File: src/rtl/vc_crossbar3_sw_alloc_pkg.sv
// Shared encodings for the 3x3 crossbar switch allocator.
// Optional counter feature: VC_CROSSBAR3_SW_ALLOC_CNT_EN.
package vc_crossbar3_sw_alloc_pkg;

    localparam int unsigned N_PORTS = 3;
    localparam int unsigned IDX_W   = 2;

    typedef enum logic {
        ST_IDLE   = 1'b0,
        ST_LOCKED = 1'b1
    } arb_st_e;

    localparam logic [IDX_W-1:0] SEL_IN0      = 2'd0;
    localparam logic [IDX_W-1:0] SEL_IN1      = 2'd1;
    localparam logic [IDX_W-1:0] SEL_IN2      = 2'd2;
    localparam logic [IDX_W-1:0] DEST_INVALID = 2'd3;

    // Round-robin successor over inputs 0..2 (2 wraps to 0).
    function automatic logic [IDX_W-1:0] rr_next(input logic [IDX_W-1:0] idx);
        logic [IDX_W-1:0] nxt;
        case (idx)
            SEL_IN0: nxt = SEL_IN1;
            SEL_IN1: nxt = SEL_IN2;
            default: nxt = SEL_IN0;
        endcase
        return nxt;
    endfunction

endpackage

File: src/rtl/vc_crossbar3_sw_alloc_rr_arb3_lock.sv
// Per-output round-robin arbiter with wormhole lock (vc_RRArb3Lock role).
// Grant is combinational; state advances only when the grant fires or on flush.
module vc_crossbar3_sw_alloc_rr_arb3_lock
    import vc_crossbar3_sw_alloc_pkg::*;
(
    input  logic               clk,
    input  logic               reset_n,
    input  logic               flush,
    input  logic [N_PORTS-1:0] req,
    input  logic [N_PORTS-1:0] tail,
    input  logic               out_rdy,
    output logic               gnt_val_c,
    output logic [IDX_W-1:0]   gnt_idx_c
);

    arb_st_e          st_q,    st_d;
    logic [IDX_W-1:0] owner_q, owner_d;
    logic [IDX_W-1:0] ptr_q,   ptr_d;
    logic [IDX_W-1:0] cand;
    logic             gnt_val;
    logic [IDX_W-1:0] gnt_idx;

    always_ff @(posedge clk or negedge reset_n) begin
        if (!reset_n) begin
            st_q    <= ST_IDLE;
            owner_q <= SEL_IN0;
            ptr_q   <= SEL_IN0;
        end else begin
            st_q    <= st_d;
            owner_q <= owner_d;
            ptr_q   <= ptr_d;
        end
    end

    always_comb begin
        st_d    = st_q;
        owner_d = owner_q;
        ptr_d   = ptr_q;
        gnt_val = 1'b0;
        gnt_idx = SEL_IN0;
        cand    = ptr_q;

        // A locked output serves only its owner and stalls otherwise.
        if (st_q == ST_LOCKED) begin
            if (req[owner_q]) begin
                gnt_val = 1'b1;
                gnt_idx = owner_q;
            end
        end else begin
            for (int unsigned k = 0; k < N_PORTS; k++) begin
                if (!gnt_val && req[cand]) begin
                    gnt_val = 1'b1;
                    gnt_idx = cand;
                end
                cand = rr_next(cand);
            end
        end

        if (flush) begin
            st_d    = ST_IDLE;
            owner_d = SEL_IN0;
            ptr_d   = SEL_IN0;
        end else if (gnt_val && out_rdy) begin
            ptr_d = rr_next(gnt_idx);
            if (st_q == ST_IDLE && !tail[gnt_idx]) begin
                st_d    = ST_LOCKED;
                owner_d = gnt_idx;
            end else if (st_q == ST_LOCKED && tail[gnt_idx]) begin
                st_d = ST_IDLE;
            end
        end
    end

    assign gnt_val_c = gnt_val;
    assign gnt_idx_c = gnt_idx;

endmodule

File: config.mk
export PLATFORM = sky130hd
export DESIGN_NAME = vc_crossbar3_sw_alloc_rr_arb3_lock
export DESIGN_NICKNAME = d
export VERILOG_FILES = /design/src/rtl/vc_crossbar3_sw_alloc_pkg.sv /design/src/rtl/vc_crossbar3_sw_alloc_rr_arb3_lock.sv
export SDC_FILE = /design/constraint.sdc
export NUM_CORES = 1
export LEC_CHECK = 0
export CORE_AREA = 2 2 39 41
export DETAILED_ROUTE_END_ITERATION = 10
export DIE_AREA = 0 0 41 43
export PLACE_DENSITY = 0.67
export SYNTH_ARGS = -nofsm -noshare
export SYNTH_HDL_FRONTEND = slang
export SYNTH_SLANG_ARGS = --single-unit
File: constraint.sdc
create_clock -name clk -period 2.09 [get_ports clk]
set_input_delay 0.3135 -clock clk [delete_from_list [all_inputs] [get_ports clk]]
set_output_delay 0.3135 -clock clk [all_outputs]
set_load 0.01 [all_outputs]
**Word level (Yosys, flattened, before mapping)**

Cells that the tools add are included.
W data, S select, Z words.

- Memory bits (writable): 0
- Latch bits: 0
- Bits in read-only memories: 0
- Memories: 0
- Output and inout bits: 3
- Logic and storage cells: 64
- Input bits: 10
- Flip-flop bits (word level): 5

- Shifts and indexed selects: 0
- Div/mod/pow operators: 0
- Eq/ne operators: 3
- Mux-type cells: 36
- Bitwise gates (word level): 1
- Add/sub/neg operators: 0
- Multipliers: 0
- Reduce and logical (&&, ||, !) cells: 16
- Magnitude comparators: 5

Operator list:

| cell | count |
|---|---|
| $mux W2 | 12 |
| $mux W1 | 16 |
| $lt A2 B3 Y1 const B | 5 |
| $pmux W2 S2 | 3 |
| $bmux W1 S2 | 5 |
| $eq A2 B1 Y1 const B | 3 |
| $logic_not A2 Y1 | 3 |
| $logic_and A1 B1 Y1 | 5 |
| $reduce_and A2 Y1 | 2 |
| $reduce_bool A2 Y1 | 2 |
| $logic_not A1 Y1 | 3 |
| $reduce_bool A3 Y1 | 1 |
| $not A1 Y1 | 1 |

**Depth between registers and ports, before layout**

Gate-level depths: netlist (run 1).

- Depth in word-level cells: 19
- Mapped depth: 6
- Mapped depth without buffers: 5

**Worst setup path after synthesis (run 1)**

OpenSTA, ideal clock, no wires.

- Kind: reg-to-reg
- From: register st_q
- To: register ptr_q[0]
- Required time: 2.013 ns
- Path buffers: 1
- Setup slack: 0.366 ns
- Period minus slack after synthesis: 1.724 ns
- Setup time: 0.077 ns
- Stages on the path, launching flop included: 7
- Arrival time: 1.647 ns
- Path through: dfrtp_1 > buf_6 > and3b_1 > a311o_1 > and2_1 > or3_1 > a21oi_1

- Longest elaborated chain between the ends: 5
- Elaborated cells on any way between the ends: 9
- Classes of those cells: eq/ne: 1; mux: 5; reduce/logical: 3

RTL lines:

| item | line | text |
|---|---|---|
| start, declared | vc_crossbar3_sw_alloc_rr_arb3_lock.sv:16 | `arb_st_e st_q, st_d;` |
| start signal, assigned | vc_crossbar3_sw_alloc_rr_arb3_lock.sv:29 | `st_q <= st_d;` |
| $mux W2 (*) | vc_crossbar3_sw_alloc_rr_arb3_lock.sv:44 | `if (st_q == ST_LOCKED) begin` |
| net gnt_idx_c[1] | vc_crossbar3_sw_alloc_rr_arb3_lock.sv:13 | `output logic [IDX_W-1:0] gnt_idx_c` |
| $eq A2 B1 Y1 / $logic_not A2 Y1 (equally long branches) | vc_crossbar3_sw_alloc_pkg.sv:21 | `case (idx)` |
| $pmux W2 S2 (*) | vc_crossbar3_sw_alloc_pkg.sv:21 |  |
| $mux W2 (*) | vc_crossbar3_sw_alloc_rr_arb3_lock.sv:63 | `end else if (gnt_val && out_rdy) begin` |
| $mux W2 (*) | vc_crossbar3_sw_alloc_rr_arb3_lock.sv:59 | `if (flush) begin` |
| end signal, assigned | vc_crossbar3_sw_alloc_rr_arb3_lock.sv:31 | `ptr_q <= ptr_d;` |
| end, declared | vc_crossbar3_sw_alloc_rr_arb3_lock.sv:18 | `logic [IDX_W-1:0] ptr_q, ptr_d;` |

Mark *: on every way through the listed nets, which the timed path passes. The rest lies on a longest branch. The select of a mux whose other input is x is not followed.
A chain may end at the register's enable or synchronous reset.

**Final worst setup path (run 1)**

- From: input port req[2]
- To: register owner_q[0]

- Longest elaborated chain between the ends: 18
- Elaborated cells on any way between the ends: 35
- Classes of those cells: mux: 25; reduce/logical: 10

RTL lines:

| item | line | text |
|---|---|---|
| start, declared | vc_crossbar3_sw_alloc_rr_arb3_lock.sv:9 | `input logic [N_PORTS-1:0] req,` |
| $bmux W1 S2 | vc_crossbar3_sw_alloc_rr_arb3_lock.sv:51 | `if (!gnt_val && req[cand]) begin` |
| $mux W1 (not written as such) | vc_crossbar3_sw_alloc_rr_arb3_lock.sv:51 |  |
| $mux W1 | vc_crossbar3_sw_alloc_rr_arb3_lock.sv:51 |  |
| $mux W1 | vc_crossbar3_sw_alloc_rr_arb3_lock.sv:44 |  |
| $logic_not A1 Y1 | vc_crossbar3_sw_alloc_rr_arb3_lock.sv:51 |  |
| $logic_and A1 B1 Y1 | vc_crossbar3_sw_alloc_rr_arb3_lock.sv:51 |  |
| $mux W1 | vc_crossbar3_sw_alloc_rr_arb3_lock.sv:51 |  |
| $mux W1 | vc_crossbar3_sw_alloc_rr_arb3_lock.sv:44 |  |
| [... 2 more ...] | n/a |  |
| $mux W2 | vc_crossbar3_sw_alloc_rr_arb3_lock.sv:51 |  |
| $mux W2 | vc_crossbar3_sw_alloc_rr_arb3_lock.sv:44 |  |
| $bmux W1 S2 | vc_crossbar3_sw_alloc_rr_arb3_lock.sv:65 | `if (st_q == ST_IDLE && !tail[gnt_idx]) begin` |
| $mux W1 (not written as such) | vc_crossbar3_sw_alloc_rr_arb3_lock.sv:65 |  |
| $logic_not A1 Y1 | vc_crossbar3_sw_alloc_rr_arb3_lock.sv:65 |  |
| $logic_and A1 B1 Y1 | vc_crossbar3_sw_alloc_rr_arb3_lock.sv:65 |  |
| $reduce_bool A2 Y1 (no source line) | n/a |  |
| $reduce_and A2 Y1 (no source line) | n/a |  |
| end signal, assigned | vc_crossbar3_sw_alloc_rr_arb3_lock.sv:30 | `owner_q <= owner_d;` |
| end, declared | vc_crossbar3_sw_alloc_rr_arb3_lock.sv:17 | `logic [IDX_W-1:0] owner_q, owner_d;` |

Parallel ways exist; a longest one is shown, timed or not. The select of a mux whose other input is x is not followed.

==> key figures, run 1 <==
Outcome
  • Status: completed

Yosys
  • EDFF count, synth: 0
  • Compound-cell area share of the yosys netlist: between 30% and 40%
  • Main combinational cell family by area after synthesis: compound AO/OA/AOI/OAI gates
  • Post-synthesis simple-gate area fraction: between 20% and 30%
  • Synth Register Bits: 5
  • Syn nets: between 50 and 60
  • Seq/Total Area, Yosys: between 20% and 30%
  • Syn Area/Cell: 9.14 µm²
  • Area leader, netlist: dfrtp_1
  • Synth top area cells: dfrtp_1, a2111oi_4, a2111o_1
  • Xor/xnor share of the synthesized area: 0%
  • Synth Flop Type: dfrtp_1
  • Yosys top cell area share: around 30%
  • Async SR Flop Fraction: 100%
  • Most common library cells after synthesis: dfrtp_1, inv_1, a21oi_1, nand2_1, a211oi_1
  • Mapped Area: around 420 µm²
  • Adder-cell share of the synthesized area: 0%
  • Cell variety after synth: 24
  • Yosys warning total: 0
  • Mux cell area share after synthesis: under 10%
  • Cells after Synth: 46

Final layout
  • Post-route cell area: about 660 µm²
  • Fin nets: 84
  • Reg area: between 100 and 150 µm²
  • Multi-input gate area: roughly 270 µm²
  • Antenna diode count: 0
  • Fillers: about 140
  • Synth-to-Final Area Change: 56.8%
  • Final core occ: a little under half
  • Share of cells above drive strength 1: between 20 and 25%

Global routing
  • Initial antenna violation count: 0
  • Pin count of the biggest net entering global routing: 7
  • Gr usage total: 17.2%
  • First-pass GRT wire length: between 2000 and 2500 µm
  • Total gr overflow: 0
  • Vias in the first global route: 492

STA
  • RSZ-0062 raised after global routing: no
  • Max_slew headroom: between 70 and 80%
  • Post-route minimum period: between 1.5 and 2 ns
  • Worst Max-Slew Pin Slew: approximately 0.37 ns
  • Hold slack: 0.295 ns
  • Post-route setup TNS: 0 ns
  • Slew Limit Fails: 0
  • Worst Clk Skew: approximately 0.0018 ns
  • Max frequency: approximately 0.5 GHz
  • Period Utilization, post-route: 95.0%
  • Fin. Hold Viols: 0
  • Final setup viols: 0

Power and ir drop
  • Switching power as a share of total power: between 30% and 40%
  • Switching power: 0.115 mW
  • Clock power frac: a little under a third
  • Leakage: roughly 0.30 nW
  • Sequential Power Share: between 30% and 40%
  • Total Power: approximately 0.37 mW
  • Cell-internal power: between 0.2 and 0.3 mW
  • PD cells: about 560 nW/µm²
  • Peak supply drop: ~0.24 mV
  • Combinational power share: around 38%

Setup path
  • R2R setup slack: ~0.16 ns
  • Crit end category: flip-flop
  • Critical path type: in2reg
  • Startpoint Class: input pin
  • R2R depth: 6
  • Critical Path RT: ~2.3 ns
  • Slowest CP cell: clkdlybuf4s50_1
  • Worst r2r src: ptr_q[0]$_DFFE_PN0P_
  • Largest delay share family, worst path: buffers and inverters
  • CP endpoint: owner_q[0]$_DFFE_PN0P_
  • RR Endpoint: owner_q[0]$_DFFE_PN0P_
  • WP buf/inv: 2
  • Maximum net fanout on the critical path: 3
  • Crit path from: req[2]
  • CP cell instances: clkdlybuf4s50_1 -> and3b_1 -> a2111oi_4 -> buf_4 -> a2111o_1 -> or3b_1 -> a21oi_1
  • Worst EP arrival: roughly 2.2 ns
  • Levels on crit path: 7
  • Biggest cell delay along the critical path: around 0.47 ns

Route
  • DR top layer: met4
  • 1st-iter DRT viols: 5
  • Post-route ant nets: 0
  • Via density: around 5.2
  • Via Count: 464
  • WL met3: 43 µm
  • Met2 wire len: 624 µm
  • TritonRoute pass-1 iters: 4
  • Remaining DRCs: 0
  • Post-Route M1 WL: just under 500 µm
  • DRT Wirelength: around 1200 µm
  • DR WL/cell: between 10 and 15 µm

Die
  • Die height: 43 µm
  • I/O pin cnt: 13
  • Row count: 14
  • Die area: 1760 µm²
  • Die W: between 40 and 50 µm
  • Core outline area: 1380 µm²
  • Starting Density: between 30% and 40%

Placement
  • DP Area: 624 µm²
  • Dpl hpwl: ~900 µm
  • GP Congestion: between 0.8 and 0.9
  • I/O Buffers: 12

Clock tree
  • Clock Latency Late Sink: around 0.25 ns
  • CTS buffer count: 3
  • Clock-pin slew on the worst setup and hold paths: around 0.05 ns
  • CTS tree: done
  • Root buf cell: clkbuf_4
  • Max clock buf depth: 2
  • H-tree depth: 1
  • Clk sinks: 5

Worst hold path
  • Hold Path Class: in2async

Job
  • Max Cap Violations: 0
worst register-to-register path, stage by stage (launching register included):
cell,delay [ns]
dfrtp_1,0.42
and3b_1,0.28
a2111oi_4,0.05
buf_4,0.15
a2111o_1,0.44
or3b_1,0.39
a21oi_1,0.12
stage by stage:
stage               setup WS (ns)  instances
floorplan                   0.366         46
global placement           -0.215         83
finish                      0.104         89
detailed placement         -0.211         83
global route               0.0101         89
CTS                        0.0454         89
kinds of logic after synthesis:
family / count (synthesis)
AO/OA/AOI/OAI: 17
AND/OR/NAND/NOR: 17
buffers and inverters: 6
flip-flops: 5
multiplexers: 1
final cells by class:
cell class	instances	area share (%)
clock buffer	4	3.98
inverter	5	2.85
multi-input combinational	35	40.2
sequential	5	19.0
tap	16	3.04
timing repair buffer	24	30.9
flip-flops by register name, indices dropped and copies added (netlist names):
| name | count |
|---|---|
| ptr_q | 2 |
| st_q | 1 |
| owner_q | 2 |
what timing repair did:
item                       4_1_cts  5_1_grt
pin swaps                        0        1
resized for setup                5        0
setup endpoints to repair        3        1
hold buffers                     0        0
setup buffers                    2        0
layer usage:
| layer | global-route usage [%] | up-vias |
|---|---|---|
| li1 | - | 231 |
| met1 | 20.2 | 218 |
| met2 | 27.5 | 10 |
| met3 | 4.71 | 5 |
| met4 | 8.00 | 0 |
| met5 | 0 | - |
how the worst min path moves through the flow:
stage          depth (start not counted)                     end    start
2_1_floorplan                          0  owner_q[0]$_DFFE_PN0P_  reset_n
3_3_place_gp                           1    ptr_q[1]$_DFFE_PN0P_  reset_n
3_5_place_dp                           1    ptr_q[0]$_DFFE_PN0P_  reset_n
4_1_cts                                1    ptr_q[1]$_DFFE_PN0P_  reset_n
5_1_grt                                1        st_q$_DFFE_PN0P_  reset_n
6_report                               1    ptr_q[1]$_DFFE_PN0P_  reset_n
power groups by stage:
stage	Combinational, mW	Clock (mW)	Sequential (mW)
floorplan	0.0691	0	0.113
global placement	0.136	0	0.117
detailed placement	0.137	0	0.117
CTS	0.138	0.120	0.113
global route	0.153	0.127	0.115
finish	0.139	0.117	0.114
cell usage in the layout (no fill, tap or decap), types with 2 or more instances in the layout:
master | synthesis | routed
nor2_1 | 2 | 2
nand2b_1 | 2 | 2
and3b_1 | 2 | 2
dfrtp_1 | 5 | 5
inv_1 | 5 | 5
dlygate4sd2_1 | 0 | 5
clkbuf_4 | 0 | 3
buf_4 | 0 | 12
o31ai_1 | 2 | 2
a2111o_1 | 2 | 2
clkdlybuf4s50_1 | 0 | 7
nor3_1 | 2 | 2
a21oi_1 | 4 | 4
a211oi_1 | 3 | 3
nand2_1 | 4 | 4
Note: power is estimated with default switching activity, not from simulation.
==> run 2, diff against run 1 <==
--- a/config.mk
+++ b/config.mk
@@ -5,10 +5,11 @@
 export SDC_FILE = /design/constraint.sdc
 export NUM_CORES = 1
 export LEC_CHECK = 0
+export CAP_MARGIN = 20
 export CORE_AREA = 2 2 39 41
 export DETAILED_ROUTE_END_ITERATION = 10
 export DIE_AREA = 0 0 41 43
-export PLACE_DENSITY = 0.67
+export SLEW_MARGIN = 10
 export SYNTH_ARGS = -nofsm -noshare
 export SYNTH_HDL_FRONTEND = slang
 export SYNTH_SLANG_ARGS = --single-unit
==> run 2 against run 1 <==
Net effect:
- via count is 2.2% higher
- routed wire length is 3.8% lower
- clock-buffer cell count stayed put
- fmax is 0.94% lower
- sequential share of layout area is 0.15 points higher
- clock power is 3% lower
- largest power group unchanged
- cell area is 0.19% higher
- critical path depth is 2 lower
- global-route usage is 1.5 points lower
==> key figures, run 2 (synthesis gave the netlist of run 1 again) <==
Outcome
  • Status: completed

Die
  • I/O pin cnt: 13 (unchanged)
  • Row count: 14 (unchanged)
  • Die area: 1760 µm² (unchanged)
  • Starting Density: 30.4% (unchanged)
  • Core outline area: 1380 µm² (unchanged)
  • Die W: 41 µm (unchanged)
  • Die height: 43 µm (unchanged)

Route
  • Via Count: 474 (+2.2%)
  • 1st-iter DRT viols: 11 (+6)
  • DR WL/cell: 12.8 µm (-3.8%)
  • DRT Wirelength: 1140 µm (-3.8%)
  • Post-route ant nets: 0 (unchanged)
  • Remaining DRCs: 0 (unchanged)
  • TritonRoute pass-1 iters: 4 (unchanged)
  • Via density: 5.33 (+2.2%)

STA
  • Hold slack: 0.291 ns (-0.00377 ns)
  • Fin. Hold Viols: 0 (unchanged)
  • Max_slew headroom: 79.1% (+4.1 points)
  • Post-route minimum period: 2.01 ns (+0.0189 ns)
  • RSZ-0062 raised after global routing: no
  • Max frequency: 0.499 GHz (-0.94%)
  • Period Utilization, post-route: 95.9% (+0.90 points)
  • Worst Max-Slew Pin Slew: 0.312 ns (-0.0614 ns)
  • Final setup viols: 0 (unchanged)
  • Worst Clk Skew: 0.00192 ns (+0.000152 ns)
  • Slew Limit Fails: 0 (unchanged)

Setup path
  • Critical path type: in2out
  • Maximum net fanout on the critical path: 2 (-1)
  • Worst EP arrival: 1.69 ns (-0.47 ns)
  • Critical Path RT: 1.78 ns (-0.48 ns)
  • Startpoint Class: input pin
  • Crit end category: output pin

Placement
  • Dpl hpwl: 916 µm (+2.6%)
  • I/O Buffers: 12 (unchanged)
  • # placed instances: 85 (+2.4%)
  • GP Congestion: 0.820 (+0.99%)

Final layout
  • Fin nets: 84 (unchanged)
  • Most frequent cells in the layout: buf_4, clkdlybuf4s50_1, inv_1, dlygate4sd2_1
  • Final core occ: 47.7% (+0.090 points)
  • Antenna diode count: 0 (unchanged)
  • Biggest regs: owner_q: 2 flops, ptr_q: 2 flops, st_q: 1 flops
  • Synth-to-Final Area Change: 57.1%
  • Commonest non-fill, non-tap cell in the layout: buf_4
  • Share of cells above drive strength 1: 26.0% (+1.4 points)
  • Final Non-Filler Cells: 89 (unchanged)

Global routing
  • Vias in the first global route: 471 (-4.3%)
  • Gr usage total: 15.7% (-1.5 points)
  • Total gr overflow: 0 (unchanged)
  • First-pass GRT wire length: 1930 µm (-6.4%)
  • Pin count of the biggest net entering global routing: 7 (unchanged)
  • Initial antenna violation count: 0 (unchanged)

Power and ir drop
  • Switching power: 0.110 mW (-4.2%)
  • Clock power frac: 31.0% (-0.7 points)
  • Switching power as a share of total power: 30.2% (-0.84 points)
  • Leakage: 0.298 nW (-0.74%)
  • Combinational power share: 36.6% (-1.0 points)
  • Peak supply drop: 0.414 mV (+73%)
  • Sequential Power Share: 32.4% (+1.7 points)
  • PD cells: 552 nW/µm² (-1.8%)
  • Cell-internal power: 0.254 mW (-0.37%)
  • Total Power: 0.365 mW (-1.6%)

Clock tree
  • CTS tree: done
  • CTS buffer count: 3 (unchanged)
  • Post-CTS Hold Fix Bufs: 0 (unchanged)
  • Setup Fix Bufs, Post-CTS: 0 (-2)
  • Clk sinks: 5 (unchanged)
  • Clock Latency Late Sink: 0.24 ns (about the same)
  • H-tree depth: 1 (unchanged)
  • Max clock buf depth: 2 (unchanged)
  • Clock-pin slew on the worst setup and hold paths: 0.04 ns (about the same)
  • Root buf cell: clkbuf_4

Worst hold path
  • Hold Path Class: in2async

Job
  • Max Cap Violations: 0 (unchanged)
-- run 2: metal layers --
layer	part of all wire, %	global-route usage (%)
met5	0	0
met4	0	2.67
met3	5.4	6.28
met2	48	23.4
met1	47	21.1
-- run 2: timing repair --
action,in CTS,in global routing
endpoints found under the setup margin,3,1
pin swaps,1,1
hold endpoints to repair,0,0
resized for setup,6,0
-- run 2: critical path, cell delays in order --
cell and delay [ns]:
clkdlybuf4s50_1 0.41, and3b_1 0.21, a2111oi_4 0.33, a41o_2 0.17
dlygate4sd2_1 0.26
-- run 2: power by group through the flow --
stage | sequential (mW) | combinational [mW] | clock [mW]
2_1_floorplan | 0.113 | 0.0691 | 0
3_3_place_gp | 0.119 | 0.138 | 0
3_5_place_dp | 0.119 | 0.139 | 0
4_1_cts | 0.118 | 0.135 | 0.118
5_1_grt | 0.119 | 0.147 | 0.127
6_report | 0.118 | 0.133 | 0.113
-- run 2: stage by stage --
| stage | TNS, ns | setup slack, ns | cell area, µm² |
|---|---|---|---|
| 5_1_grt | 0 | 0.0320 | 661 |
| 6_report | 0 | 0.0847 | 661 |
| 3_3_place_gp | -1.12 | -0.230 | 639 |
| 4_1_cts | 0 | 0.0608 | 661 |
| 2_1_floorplan | 0 | 0.366 | 420 |
| 3_5_place_dp | -1.04 | -0.233 | 639 |
-- run 2: worst paths after layout --
check / startpoint / endpoint / slack (ns) / cells past startpoint
hold reg to reg: ptr_q[0]$_DFFE_PN0P_ / ptr_q[0]$_DFFE_PN0P_ / 0.60 / 2
setup reg to reg: ptr_q[0]$_DFFE_PN0P_ / owner_q[0]$_DFFE_PN0P_ / 0.15 / 6
max in group asynchronous: reset_n / st_q$_DFFE_PN0P_ / 1.59 / 1
hold / removal: reset_n / ptr_q[0]$_DFFE_PN0P_ / 0.29 / 1
setup / recovery: req[2] / gnt_idx_c[0] / 0.08 / 5
min in group clk: ptr_q[0]$_DFFE_PN0P_ / ptr_q[0]$_DFFE_PN0P_ / 0.60 / 2
-- run 2: cell type report --
cell class / count / area [µm²]
Timing Repair Buffer: 24 / 204
Sequential cell: 5 / 126
Tap cell: 16 / 20.0
Inverter: 5 / 18.8
Clock buffer: 4 / 26.3
Fill cell: 152 / 723
Multi-Input combinational cell: 35 / 265
==> run 3, diff against run 2 <==
--- a/config.mk
+++ b/config.mk
@@ -9,6 +9,7 @@
 export CORE_AREA = 2 2 39 41
 export DETAILED_ROUTE_END_ITERATION = 10
 export DIE_AREA = 0 0 41 43
+export HOLD_SLACK_MARGIN = 0.1
 export SLEW_MARGIN = 10
 export SYNTH_ARGS = -nofsm -noshare
 export SYNTH_HDL_FRONTEND = slang
==> results of run 3 <==
Final layout, timing and power as in run 2 (identical DEF).
